## config.mk

```make
export PLATFORM = sky130hd
export DESIGN_NAME = shift8_capture_flat
export DESIGN_NICKNAME = d
export VERILOG_FILES = /design/src/rtl/shift8_capture_pkg.sv /design/src/rtl/shift8_capture_if.sv /design/src/rtl/shift8_capture_fifo.sv /design/src/rtl/shift8_capture.sv /design/src/flat_wrapper.sv
export SDC_FILE = /design/constraint.sdc
export NUM_CORES = 1
export LEC_CHECK = 0
export CAP_MARGIN = 20
export CORE_MARGIN = 2
export CORE_UTILIZATION = 51
export DETAILED_ROUTE_END_ITERATION = 10
export PLACE_DENSITY = 0.88
export SLEW_MARGIN = 40
export SYNTH_ARGS = -nofsm -noshare
export SYNTH_HDL_FRONTEND = slang
export SYNTH_SLANG_ARGS = --single-unit
```

## constraint.sdc

```tcl
create_clock -name clk -period 2.7 [get_ports clk]
set_clock_uncertainty 0.2 [all_clocks]
set_input_delay 0.27 -clock clk [delete_from_list [all_inputs] [get_ports clk]]
set_output_delay 0.27 -clock clk [all_outputs]
set_load 0.02 [all_outputs]
```

## src/rtl/shift8_capture_pkg.sv

```systemverilog
// Shared types and sizing helpers for the shift8 capture slice.
// Stage count here must track the register depth of the upstream shift stage.
package shift8_pkg;

  typedef logic [1:0] sel_t;
  typedef logic [7:0] byte_t;

  localparam int SHIFT8_STAGES = 3;

  // Occupancy counter needs to hold DEPTH itself, hence one extra bit.
  function automatic int cnt_width(input int depth);
    return $clog2(depth) + 1;
  endfunction

  localparam int DEF_DEPTH = 4;
  localparam int DEF_CNT_W = cnt_width(DEF_DEPTH);

endpackage

```

## src/rtl/shift8_capture_if.sv

```systemverilog
// Ready/valid byte stream leaving the capture block toward the next stage.
// master drives data/valid and samples ready; slave is the consumer.
interface shift8_capture_if;
  import shift8_pkg::*;

  byte_t out_data;
  logic  out_valid;
  logic  out_ready;

  modport master (output out_data, output out_valid, input out_ready);
  modport slave  (input out_data, input out_valid, output out_ready);

endinterface

```

## src/rtl/shift8_capture_fifo.sv

```systemverilog
// Circular-buffer FIFO with explicit occupancy; head byte is registered storage, no bypass.
// Caller gates push on full/pop and pop on head_vld; simultaneous push+pop is legal when full.
module capture_fifo
  import shift8_pkg::*;
#(
  parameter int DEPTH = 4
) (
  input  logic                          clk,
  input  logic                          rst_n,
  input  logic                          push,
  input  byte_t                         push_dat,
  input  logic                          pop,
  output byte_t                         head_dat,
  output logic                          head_vld,
  output logic [cnt_width(DEPTH)-1:0]   cnt,
  output logic                          full
);

  localparam int CW = cnt_width(DEPTH);
  localparam int AW = (DEPTH > 1) ? $clog2(DEPTH) : 1;

  byte_t           mem [DEPTH];
  logic [AW-1:0]   wptr;
  logic [AW-1:0]   rptr;

  // Storage is deliberately left unreset; only pointers and count define validity.
  always_ff @(posedge clk) begin
    if (push) begin
      mem[wptr] <= push_dat;
    end
  end

  always_ff @(posedge clk or negedge rst_n) begin
    if (!rst_n) begin
      wptr <= '0;
      rptr <= '0;
      cnt  <= '0;
    end else begin
      if (push) begin
        wptr <= wptr + 1'b1;
      end
      if (pop) begin
        rptr <= rptr + 1'b1;
      end
      case ({push, pop})
        2'b10:   cnt <= cnt + 1'b1;
        2'b01:   cnt <= cnt - 1'b1;
        default: cnt <= cnt;
      endcase
    end
  end

  assign head_dat = mem[rptr];
  assign head_vld = (cnt != '0);
  assign full     = (cnt == CW'(DEPTH));

endmodule

```

## src/rtl/shift8_capture.sv

```systemverilog
// Qualifies tapped bytes by replaying the shift-stage delay on in_valid, queues them, flags drops.
// Optional drop statistics under SHIFT8_CAPTURE_STATS_EN; otherwise drop_cnt reads 0.
module shift8_capture
  import shift8_pkg::*;
#(
  parameter int DEPTH = 4
) (
  input  logic                          clk,
  input  logic                          rst_n,
  input  sel_t                          sel,
  input  logic                          in_valid,
  input  byte_t                         tap_data,
  shift8_capture_if.master              out_if,
  output logic [cnt_width(DEPTH)-1:0]   count,
  output logic                          overflow,
  output byte_t                         drop_cnt
);

  logic [SHIFT8_STAGES-1:0] vpipe;
  sel_t                     sel_q;
  logic                     sel_chg;
  logic                     tap_vld;
  logic                     full;
  logic                     head_vld;
  logic                     push;
  logic                     pop;
  logic                     drop;

  assign sel_chg = (sel != sel_q);

  // A tap change makes everything already in the shift stage belong to the old tap.
  always_ff @(posedge clk or negedge rst_n) begin
    if (!rst_n) begin
      vpipe <= '0;
      sel_q <= '0;
    end else begin
      sel_q <= sel;
      vpipe <= sel_chg ? '0 : {vpipe[SHIFT8_STAGES-2:0], in_valid};
    end
  end

  always_comb begin
    tap_vld = 1'b0;
    if (!sel_chg) begin
      case (sel)
        2'd0:    tap_vld = in_valid;
        2'd1:    tap_vld = vpipe[0];
        2'd2:    tap_vld = vpipe[1];
        default: tap_vld = vpipe[2];
      endcase
    end
  end

  assign pop  = head_vld & out_if.out_ready;
  assign push = tap_vld & (~full | pop);
  assign drop = tap_vld & full & ~pop;

  capture_fifo #(
    .DEPTH (DEPTH)
  ) u_fifo (
    .clk      (clk),
    .rst_n    (rst_n),
    .push     (push),
    .push_dat (tap_data),
    .pop      (pop),
    .head_dat (out_if.out_data),
    .head_vld (head_vld),
    .cnt      (count),
    .full     (full)
  );

  assign out_if.out_valid = head_vld;

  always_ff @(posedge clk or negedge rst_n) begin
    if (!rst_n) begin
      overflow <= 1'b0;
    end else if (drop) begin
      overflow <= 1'b1;
    end
  end

`ifdef SHIFT8_CAPTURE_STATS_EN
  always_ff @(posedge clk or negedge rst_n) begin
    if (!rst_n) begin
      drop_cnt <= '0;
    end else if (drop && (drop_cnt != 8'hFF)) begin
      drop_cnt <= drop_cnt + 8'd1;
    end
  end
`else
  assign drop_cnt = '0;
`endif

endmodule

```

## src/flat_wrapper.sv

```systemverilog
// flat-port wrapper written by rule: the top's interface ports become plain ports
module shift8_capture_flat import shift8_pkg::*;
#(
  parameter int DEPTH = 4
)
  (clk, rst_n, sel, in_valid, tap_data, count, overflow, drop_cnt, out_if_out_data, out_if_out_valid, out_if_out_ready);
  shift8_capture_if out_if_i ();
  input  logic clk;
  input  logic rst_n;
  input  sel_t sel;
  input  logic in_valid;
  input  byte_t tap_data;
  output logic [cnt_width(DEPTH)-1:0] count;
  output logic overflow;
  output byte_t drop_cnt;
  output wire logic [$bits(out_if_i.out_data)-1:0] out_if_out_data;
  output wire logic [$bits(out_if_i.out_valid)-1:0] out_if_out_valid;
  input wire logic [$bits(out_if_i.out_ready)-1:0] out_if_out_ready;
  assign out_if_out_data = out_if_i.out_data;
  assign out_if_out_valid = out_if_i.out_valid;
  assign out_if_i.out_ready = out_if_out_ready;
  shift8_capture #(.DEPTH(DEPTH)) u_core (.clk(clk), .rst_n(rst_n), .sel(sel), .in_valid(in_valid), .tap_data(tap_data), .out_if(out_if_i), .count(count), .overflow(overflow), .drop_cnt(drop_cnt));
endmodule
```

==> metrics list <==
- Core area: between 0.003 and 0.004 mm²
- For this run, global-route usage on met3 was measured as under 10%.
- Yosys instantiated no cell more often than sky130_fd_sc_hd__edfxtp_1.
* Clock power share: between 20 and 25%
- Proportion of synthesized chip area in sequential cells: between 60% and 70%
* Post-synthesis instance area: about 0.0019 mm²
* Setup_tns: 0 ps
- Along the worst path, the maximum fanout reaches 8.
- Hold Vio Cnt, Final: 0
* HPWL after DPL: about 2.1 mm
- The final number of max-transition violations came to 0.
- After clock tree synthesis, the clock-pin slew on the worst setup and hold paths is about 70 ps.
* Delay of the slowest cell on the worst path: 550 ps
* Type of origin of the critical path: flip-flop
* Ys flop type: sky130_fd_sc_hd__edfxtp_1
- Avg WL per Cell: between 15 and 20 µm
* Crit-path leading delay family: buffers and inverters
- Synth cell count leaders: 32 x sky130_fd_sc_hd__edfxtp_1, 13 x sky130_fd_sc_hd__dfrtp_1, 9 x sky130_fd_sc_hd__mux4_2, 8 x sky130_fd_sc_hd__buf_4, 6 x sky130_fd_sc_hd__xnor2_1
* Count of different cell masters after synthesis: 29
* Status: complete, no violations
* Cell-by-cell listing of the critical path: buf_4 > mux4_2 > clkdlybuf4s50_1
* Final RePlAce weighted congestion: just under 0.8
- Across every metal layer, demand over resource in global routing totals 17.1%.
* Crit share post-route: between 90% and 100%
- The routed layout has just over 900 vias.
- For the pin with the worst max-slew slack, the measured transition is ~600 ps.
- Entering global routing, the biggest net connects 15 pins.
- In this run the mean area of a mapped cell was around 18 µm².
- The worst path needs 2450 ps of the cycle, external delays included.
* Die Span X: about 65 µm
* Post-CTS Setup Inserts: 0
- During placement, the flow inserted port buffers numbering 26.
- Final setup violation count: 0
- Biggest area consumer among synthesized cells: sky130_fd_sc_hd__edfxtp_1
* Layout cell share with drive strength beyond 1: between 10% and 20%
- Post-Route WL: between 3 and 4 mm
* WP data arrival: 1980 ps
- Counting flops with a built-in enable in the synthesized netlist gives 32.
- Floorplan die height: roughly 65 µm
- Number of nets at the end of the flow: approximately 150
- The number of global-route vias before repair came to approximately 1000.
- In the routed design, unresolved DRC markers number 0.
* Maximum level of the CTS H-tree: 2
- CTS buffer count: 5
* Filler cell count: 281
- Insertion delay to the later sink of the worst-skew pair: between 200 and 300 ps
- In this run the most used layer during global routing was met2.
* Flip-flop and latch count after synthesis: 45
* Clock buffer depth: 2
* Met1 usage: 20.8%
- The tightest min-delay check is of the in2async type.
* Maximum VDD drop: about 0.63 mV
* Crit path required time: 2230 ps
* Switching part of the total power: ~30%
- The total overflow left after global routing is 0.
- The first global-routing pass estimated ~5.2 mm of wire.
- Gates resized during post-CTS repair numbered 0.
- Comb power frac: roughly a third
- The placed instances occupy a cell area of approximately 0.0022 mm².
- Registers are responsible for approximately 43% of the overall power.
- The tree is rooted in a sky130_fd_sc_hd__clkbuf_8.
* Int Power: approximately 1500 µW
- The slowest stage of the critical path is the sky130_fd_sc_hd__clkdlybuf4s50_1 cell.
* Syn Inst Count: 105
- For this run, global-route usage on met2 was measured as about 29%.
- By area the synthesized netlist is led by sky130_fd_sc_hd__edfxtp_1 50%, sky130_fd_sc_hd__dfrtp_1 17%, sky130_fd_sc_hd__mux4_2 11%.
* Leakage power: 0.000853 µW
* Placement Rows: 22
- The tool flagged a number of max-cap violations equal to 0.
- Setup crit end kind: output pin
- Worst max-slew margin expressed relative to the limit: ~60%
- Once the floorplan was initialized, standard cells occupied a little over half of the core.
* Post-route cell area: ~0.0023 mm²
- By startpoint and endpoint, the worst setup path is classified as reg2out.
- Hold-fix buffers, CTS: 0
- The number of antenna violations at the first check in global routing came to 0.
- The design draws about 2100 µW.
- In this run the register-to-register setup slack is 450 ps.
- Ratio of routed vias to standard cells: ~5
- IO Pins: 35
- Area of the die: 0.00424 mm²
* Area growth from synthesis to layout: 20.2%
- Summed over its instances, the top area cell type makes up around 50% of the synthesized netlist area.
- For this design the ratio of total power to cell area is roughly 930 mW/mm².
- Number of diodes: 0
- Yosys warning count: 0
* TritonCTS clock tree: done
- For this run, the detailed router's first-pass iteration total came to 4.
- Sw power: roughly 650 µW
- Once detail routing completed, the nets flagged for antenna violations numbered 0.
* Setup repair after global routing missed its margin: false
- CTS saw 45 sinks.
- For this run, the top clock speed supported by timing is 408 MHz.
* Async S/R FF share, synth: 28.9%
- Counting both buffers and inverters, the worst setup path holds a total of 2.
* DRC marker count from the first detailed-route iteration: between 50 and 60
## flip-flops by register name, summed over array words and instances, names as in the netlist
| register | flops |
|---|---|
| u_core.u_fifo.mem | 32 |
| u_core.u_fifo.cnt | 3 |
| u_core.vpipe | 3 |
| u_core.sel_q | 2 |
| u_core.u_fifo.rptr | 2 |
| u_core.u_fifo.wptr | 2 |
| u_core.overflow | 1 |
## area by class of cell
class | count | area (µm²) | area share, %
clock inverters | 2 | 35.0 | 1.53
clock buffers | 6 | 72.6 | 3.17
well taps | 48 | 60.1 | 2.62
multi-input cells | 52 | 548 | 23.9
inverters | 3 | 11.3 | 0.492
flip-flops and latches | 45 | 1290 | 56.2
repair buffers | 28 | 275 | 12.0
## path summary, 6_finish.rpt
check	start	to	depth (start not counted)
max in group asynchronous	rst_n	u_core.u_fifo.cnt[1]	1
hold / removal	rst_n	u_core.overflow	1
hold reg to reg	u_core.overflow	u_core.overflow	1
setup reg to reg	u_core.u_fifo.cnt[1]	u_core.u_fifo.cnt[2]	6
min in group clk	u_core.overflow	u_core.overflow	1
setup / recovery	u_core.u_fifo.rptr[0]	out_if_out_data[1]	3
## power by group through the flow
| stage | logic, µW | clock network, µW | registers [µW] |
|---|---|---|---|
| 2_1_floorplan | 472 | 0 | 922 |
| 3_3_place_gp | 728 | 0 | 923 |
| 3_5_place_dp | 749 | 0 | 933 |
| 4_1_cts | 754 | 498 | 920 |
| 5_1_grt | 808 | 525 | 932 |
| 6_report | 740 | 483 | 916 |
## cells by family after synthesis
family                   after synthesis  synth area share, %
AO/OA/AOI/OAI                          3                 1.31
XOR/XNOR                               7                 3.22
adder cells (fa/ha/maj)                5                 3.68
buffers and inverters                 15                 5.00
flip-flops                            45                 67.6
multiplexers                          12                 13.1
other                                  1                0.197
AND/OR/NAND/NOR                       17                 5.85
## layer usage
layer / routed length [µm] / part of all wire (%)
met1: 1180 / 39
met2: 1640 / 54
met3: 170 / 5.6
met4: 29 / 0.96
met5: 0 / 0
## layout by cell type (no fill, tap or decap), types with 2 or more instances in the layout
cell / instances
sky130_fd_sc_hd__ha_1: 4
sky130_fd_sc_hd__mux4_2: 9
sky130_fd_sc_hd__and3_1: 4
sky130_fd_sc_hd__dfrtp_1: 13
sky130_fd_sc_hd__xnor2_1: 6
sky130_fd_sc_hd__edfxtp_1: 32
sky130_fd_sc_hd__nand3_1: 2
sky130_fd_sc_hd__and3_2: 4
sky130_fd_sc_hd__inv_1: 3
sky130_fd_sc_hd__conb_1: 8
sky130_fd_sc_hd__clkdlybuf4s50_1: 26
sky130_fd_sc_hd__buf_4: 2
sky130_fd_sc_hd__clkbuf_8: 5
sky130_fd_sc_hd__nor2_1: 2
## metrics by stage
stage	instances	setup slack (ps)	hold WS, ps	utilization [%]
after CTS	184	199	154	63.0
final	184	246	151	63.0
after detailed placement	176	33.0	261	60.0
after floorplan	112	494	-226	-
after global placement	176	73.7	260	60.0
after global routing	184	133	186	63.0
Note: power is estimated with default switching activity, not from simulation.
